**src/rtl/cache_arbiter_if.sv**
```systemverilog
// Line-request bundle between the I/D caches, the arbiter and the cacheline adaptor.
// The arbiter takes the slave view; whatever drives the caches and adaptor takes the master view.
interface cache_arbiter_if #(
  parameter int ADDR_W = 32,
  parameter int LINE_W = 256
);
  logic [ADDR_W-1:0] i_address;
  logic              i_read;
  logic [LINE_W-1:0] i_rdata;
  logic              i_resp;

  logic [ADDR_W-1:0] d_address;
  logic              d_read;
  logic              d_write;
  logic [LINE_W-1:0] d_wdata;
  logic [LINE_W-1:0] d_rdata;
  logic              d_resp;

  logic [ADDR_W-1:0] address_o;
  logic              read_o;
  logic              write_o;
  logic [LINE_W-1:0] line_o;
  logic [LINE_W-1:0] line_i;
  logic              resp_i;

  modport slave (
    input  i_address, i_read, d_address, d_read, d_write, d_wdata, line_i, resp_i,
    output i_rdata, i_resp, d_rdata, d_resp, address_o, read_o, write_o, line_o
  );

  modport master (
    output i_address, i_read, d_address, d_read, d_write, d_wdata, line_i, resp_i,
    input  i_rdata, i_resp, d_rdata, d_resp, address_o, read_o, write_o, line_o
  );
endinterface

```
**src/rtl/cache_arbiter.sv**
```systemverilog
// Grants one of I-cache / D-cache line requests at a time to the cacheline adaptor.
// D side wins by default; when both wait, the side not served last goes next.
module cache_arbiter #(
  parameter int ADDR_W   = 32,
  parameter int LINE_W   = 256,
  parameter int OFFSET_W = 5
) (
  input  logic            clk,
  input  logic            rst,
  cache_arbiter_if.slave  bus
);

  typedef enum logic [1:0] {IDLE, I_BUSY, D_BUSY} state_e;

  state_e            state_q;
  logic              last_d_q;
  logic [ADDR_W-1:0] addr_q;
  logic [LINE_W-1:0] line_q;
  logic              rd_q, wr_q;

  logic d_req, i_req, grant_d, grant_i;

  assign d_req   = bus.d_read | bus.d_write;
  assign i_req   = bus.i_read;
  assign grant_d = d_req & (~i_req | ~last_d_q);
  assign grant_i = i_req & (~d_req |  last_d_q);

  always_ff @(posedge clk) begin
    if (rst) begin
      state_q  <= IDLE;
      last_d_q <= 1'b0;
      addr_q   <= '0;
      line_q   <= '0;
      rd_q     <= 1'b0;
      wr_q     <= 1'b0;
    end else begin
      case (state_q)
        IDLE: begin
          if (grant_d) begin
            state_q  <= D_BUSY;
            addr_q   <= {bus.d_address[ADDR_W-1:OFFSET_W], {OFFSET_W{1'b0}}};
            line_q   <= bus.d_wdata;
            wr_q     <= bus.d_write;
            rd_q     <= ~bus.d_write;
            last_d_q <= 1'b1;
          end else if (grant_i) begin
            state_q  <= I_BUSY;
            addr_q   <= {bus.i_address[ADDR_W-1:OFFSET_W], {OFFSET_W{1'b0}}};
            wr_q     <= 1'b0;
            rd_q     <= 1'b1;
            last_d_q <= 1'b0;
          end
        end
        I_BUSY, D_BUSY: begin
          // Latched request is held until the adaptor finishes; inputs are ignored.
          if (bus.resp_i) begin
            state_q <= IDLE;
            rd_q    <= 1'b0;
            wr_q    <= 1'b0;
          end
        end
        default: begin
          state_q <= IDLE;
          rd_q    <= 1'b0;
          wr_q    <= 1'b0;
        end
      endcase
    end
  end

  assign bus.address_o = addr_q;
  assign bus.line_o    = line_q;
  assign bus.read_o    = rd_q;
  assign bus.write_o   = wr_q;

  // Response pulses are combinational off resp_i; reset suppresses a same-cycle resp.
  assign bus.i_resp  = (state_q == I_BUSY) & bus.resp_i & ~rst;
  assign bus.d_resp  = (state_q == D_BUSY) & bus.resp_i & ~rst;
  assign bus.i_rdata = bus.line_i;
  assign bus.d_rdata = bus.line_i;

endmodule

```
**src/flat_wrapper.sv**
```systemverilog
// flat-port wrapper written by rule: the top's interface ports become plain ports
module cache_arbiter_flat 
#(
  parameter int ADDR_W   = 32,
  parameter int LINE_W   = 256,
  parameter int OFFSET_W = 5
)
  (clk, rst, bus_i_address, bus_i_read, bus_d_address, bus_d_read, bus_d_write, bus_d_wdata, bus_line_i, bus_resp_i, bus_i_rdata, bus_i_resp, bus_d_rdata, bus_d_resp, bus_address_o, bus_read_o, bus_write_o, bus_line_o);
  cache_arbiter_if #(.ADDR_W(ADDR_W), .LINE_W(LINE_W)) bus_i ();
  input  logic clk;
  input  logic rst;
  input wire logic [$bits(bus_i.i_address)-1:0] bus_i_address;
  input wire logic [$bits(bus_i.i_read)-1:0] bus_i_read;
  input wire logic [$bits(bus_i.d_address)-1:0] bus_d_address;
  input wire logic [$bits(bus_i.d_read)-1:0] bus_d_read;
  input wire logic [$bits(bus_i.d_write)-1:0] bus_d_write;
  input wire logic [$bits(bus_i.d_wdata)-1:0] bus_d_wdata;
  input wire logic [$bits(bus_i.line_i)-1:0] bus_line_i;
  input wire logic [$bits(bus_i.resp_i)-1:0] bus_resp_i;
  output wire logic [$bits(bus_i.i_rdata)-1:0] bus_i_rdata;
  output wire logic [$bits(bus_i.i_resp)-1:0] bus_i_resp;
  output wire logic [$bits(bus_i.d_rdata)-1:0] bus_d_rdata;
  output wire logic [$bits(bus_i.d_resp)-1:0] bus_d_resp;
  output wire logic [$bits(bus_i.address_o)-1:0] bus_address_o;
  output wire logic [$bits(bus_i.read_o)-1:0] bus_read_o;
  output wire logic [$bits(bus_i.write_o)-1:0] bus_write_o;
  output wire logic [$bits(bus_i.line_o)-1:0] bus_line_o;
  assign bus_i.i_address = bus_i_address;
  assign bus_i.i_read = bus_i_read;
  assign bus_i.d_address = bus_d_address;
  assign bus_i.d_read = bus_d_read;
  assign bus_i.d_write = bus_d_write;
  assign bus_i.d_wdata = bus_d_wdata;
  assign bus_i.line_i = bus_line_i;
  assign bus_i.resp_i = bus_resp_i;
  assign bus_i_rdata = bus_i.i_rdata;
  assign bus_i_resp = bus_i.i_resp;
  assign bus_d_rdata = bus_i.d_rdata;
  assign bus_d_resp = bus_i.d_resp;
  assign bus_address_o = bus_i.address_o;
  assign bus_read_o = bus_i.read_o;
  assign bus_write_o = bus_i.write_o;
  assign bus_line_o = bus_i.line_o;
  cache_arbiter #(.ADDR_W(ADDR_W), .LINE_W(LINE_W), .OFFSET_W(OFFSET_W)) u_core (.clk(clk), .rst(rst), .bus(bus_i));
endmodule
```
**config.mk**
```make
export PLATFORM = sky130hd
export DESIGN_NAME = cache_arbiter_flat
export DESIGN_NICKNAME = d
export VERILOG_FILES = /design/src/rtl/cache_arbiter_if.sv /design/src/rtl/cache_arbiter.sv /design/src/flat_wrapper.sv
export SDC_FILE = /design/constraint.sdc
export NUM_CORES = 1
export LEC_CHECK = 0
export CAP_MARGIN = 10
export CELL_PAD_IN_SITES_DETAIL_PLACEMENT = 1
export CELL_PAD_IN_SITES_GLOBAL_PLACEMENT = 2
export CORE_AREA = 2 2 541 543
export CTS_CLUSTER_DIAMETER = 150
export DETAILED_ROUTE_END_ITERATION = 8
export DIE_AREA = 0 0 543 545
export HOLD_SLACK_MARGIN = 0.15
export PLACE_DENSITY = 0.42
export SLEW_MARGIN = 15
export SYNTH_ARGS = -nofsm -noshare
export SYNTH_HDL_FRONTEND = slang
export SYNTH_SLANG_ARGS = --single-unit
export TNS_END_PERCENT = 5
```
**constraint.sdc**
```tcl
create_clock -name clk -period 1.9 [get_ports clk]
set_input_delay 0.38 -clock clk [delete_from_list [all_inputs] [get_ports clk]]
set_output_delay 0.38 -clock clk [all_outputs]
set_load 0.02 [all_outputs]
```
==> flow_summary.yaml <==
clocking:
  clockRootBuffer: "clkbuf_16"
  clock_sinks: 288
  worstSkewPairLatency_ns: 0.66
  cts_buffer_depth: 3
  clk_pin_slew_worst_paths_ns: 0.06
  cts_made_buffers: 47
  htreeDepth: 2
  cts_tree: "built"
sta:
  max_freq_mhz: 518
  whs_ns: 0.228
  setup_viol: 2
  hold_viol: 0
  fin_crit_ns: 1.93
  worstMarginPinSlew_ns: 0.824
  finClkSkew_ns: 0.0251
  drv_slew: 0
  slew_headroom_pct: 45.1
  fin_setup_tns_ns: -0.0532
  rsz0062_at_grt: "true"
  period_share_pct: 102
  fin_ws_ns: -0.0305
place:
  hpwl_um: 110000
  post-place-cells: 5805
  port_buffers: 602
  gp_congestion: 0.737
detailed_routing:
  vias: 13869
  dr.pass1.iters: 5
  routed_via_density: 2.35
  wl_per_cell_um: 22.5
  final_antenna_net_count: 0
  wirelength_um: 133000
  drc_errors: 0
  drt_first_iter_violations: 612
status:
  violations: "negative setup slack"
  status: "complete, but fails checks"
floorplan:
  die_area_mm2: 0.296
  pin_count: 1386
  die_h_um: 545
  coreArea_mm2: 0.290
  start_util_pct: 5.15
  rows: 198
  die_x_um: 543
cells_and_area:
  nFillCells: 34423
  drive_gt1_share_pct: 14.3
  finish.net_count: 2541
  finalNonFillerCells: 5904
  syn2layout_area_growth_pct: 59.7
synth:
  synth_area_mm2: 0.0149
  synth.distinct_cells: 25
  synthCells: 1871
  yosys_warnings: 0
  ys_ff_latch: 288
  yosysSeqAreaShare_pct: 38.6
  syn_area_per_cell_um2: 7.99
worst_setup_path:
  cp_max_fo: 3
  cp-start-kind: "register"
  critPathArrivalTime_ns: 1.55
  cp.required_ns: 1.52
  critical_path_class: "register to output port"
  crit_path_end_kind: "output port"
flow_run:
  cap_viol_max_count: 0
pwr:
  finalPower_mw: 24.5
  p_leak_nw: 8.14
  clkPwrFrac_pct: 36.9
  power_switching_share_pct: 38.3
  powerDensity_mw_per_mm2: 1030
  combPwrFrac_pct: 33.1
  vdd_drop_max_mv: 0.615
  p_sw_mw: 9.39
  p_int_mw: 15.1
  sequentialPowerShare_pct: 30.0
global_route:
  gr-total-overflow: 0
  antenna_found_initial: 41
  grt_pass1_vias: 14934
  grt_max_degree: 62
  grtUsageTotal_pct: 8.61
  grt_first_pass_wirelength_um: 166000
min_path:
  hold_path_class: "primary input to register"
-- cell usage after synthesis --
| master | instances | area (um2) |
|---|---|---|
| nand4_1 | 1 | 6.26 |
| o31a_1 | 1 | 8.76 |
| a21o_1 | 1 | 7.51 |
| a2bb2oi_2 | 1 | 15.0 |
| nand3_1 | 256 | 1280 |
| conb_1 | 1 | 3.75 |
| inv_2 | 1 | 3.75 |
| ha_1 | 3 | 37.5 |
| a311oi_1 | 27 | 236 |
| buf_2 | 66 | 330 |
| o32ai_1 | 3 | 26.3 |
| o2bb2ai_2 | 1 | 15.0 |
| o311ai_0 | 1 | 8.76 |
| inv_1 | 3 | 11.3 |
| dfxtp_1 | 288 | 5770 |
| nand2_1 | 56 | 210 |
| nor2b_1 | 1 | 6.26 |
| nand2b_1 | 4 | 25.0 |
| clkbuf_1 | 90 | 338 |
| a21oi_1 | 258 | 1290 |
| buf_4 | 520 | 3900 |
| nor4b_1 | 1 | 8.76 |
| o21ai_0 | 257 | 1290 |
| nor2_1 | 28 | 105 |
| and3b_1 | 2 | 17.5 |
-- power groups by stage --
stage | Combinational [mW] | Clock, mW | Sequential, mW
2_1_floorplan | 4.01 | 0 | 8.41
3_3_place_gp | 8.88 | 0 | 7.47
3_5_place_dp | 8.86 | 0 | 7.48
4_1_cts | 8.49 | 9.72 | 7.36
5_1_grt | 8.89 | 9.84 | 7.47
6_report | 8.12 | 9.05 | 7.36
-- critical path: stages (launching register included) --
cell and delay, ns:
dfxtp_4 0.38, inv_6 0.05, ha_4 0.14, and3b_1 0.18, buf_6 0.15
-- cell families (layout without fill, tap and decap cells) --
group	count (synthesis)	count (layout)	synth area share, %
compound gates	550	550	19.4
other cells	1	18	0.0251
fa+ha+maj	3	3	0.251
simple gates	349	349	11.1
flops	288	288	38.6
buf+inv	680	796	30.7
-- path summary, 6_finish.rpt --
| path | startpoint | end | slack [ns] | cells past startpoint |
|---|---|---|---|---|
| setup / recovery | u_core.state_q[1] | bus_i_resp | -0.03 | 4 |
| hold / removal | rst | u_core.bus.address_o[14] | 0.23 | 3 |
| setup reg to reg | u_core.state_q[0] | u_core.bus.line_o[24] | 0.08 | 6 |
| hold reg to reg | u_core.bus.line_o[167] | u_core.bus.line_o[167] | 0.47 | 2 |
-- final cells by class --
class	count	area [um2]	area share, %
Antenna cell	13	32.5	0.136
Clock buffer	68	1320	5.51
Clock inverter	16	200	0.839
Inverter	4	32.5	0.136
Multi-Input combinational cell	907	4680	19.6
Sequential cell	288	5770	24.2
Tap cell	3900	4880	20.4
Timing Repair Buffer	708	6960	29.1
-- placed cells by master (no fill, tap or decap), types with 47 or more instances in the layout --
cell type          n
a21oi_1          258
buf_4            126
clkbuf_16         47
clkdlybuf4s50_1  314
dfxtp_1          285
dlygate4sd2_1    172
nand2_1           56
nand3_1          254
o21ai_0          257
-- metrics by stage --
| stage | util, % | cell area, um2 | setup slack [ns] |
|---|---|---|---|
| finish | 8.23 | 23900 | -0.0305 |
| global route | 8.23 | 23900 | -0.119 |
| CTS | 8.20 | 23800 | -0.161 |
| detailed placement | 7.73 | 22400 | -0.455 |
| global placement | 7.73 | 22400 | -0.454 |
| floorplan | - | 15000 | 0.364 |
-- per-layer routing --
layer | share of wire (%) | up-vias | routed length [um] | GRT usage [%]
met4 | 7.5 | 10 | 9900 | 5.78
met3 | 18 | 449 | 23400 | 6.67
li1 | - | 6070 | - | -
met1 | 32 | 6496 | 42700 | 7.98
met5 | 0.044 | - | 58 | 0
met2 | 43 | 844 | 56700 | 13.0
-- repair_timing --
item | in CTS | in global routing
buffers inserted | 0 | 1
resized for setup | 332 | 14
endpoints found under the setup margin | 234 | 13
hold endpoints to repair | 20 | 0
hold buffers | 1 | 0
pin swaps | 0 | 0
-- state kept, by name (all words and copies together) (netlist names) --
name,cells
u_core.bus.line_o,256
u_core.bus.address_o,27
u_core.state_q,2
u_core.bus.read_o,1
u_core.bus.write_o,1
u_core.last_d_q,1
Note: power is estimated with default switching activity, not from simulation.
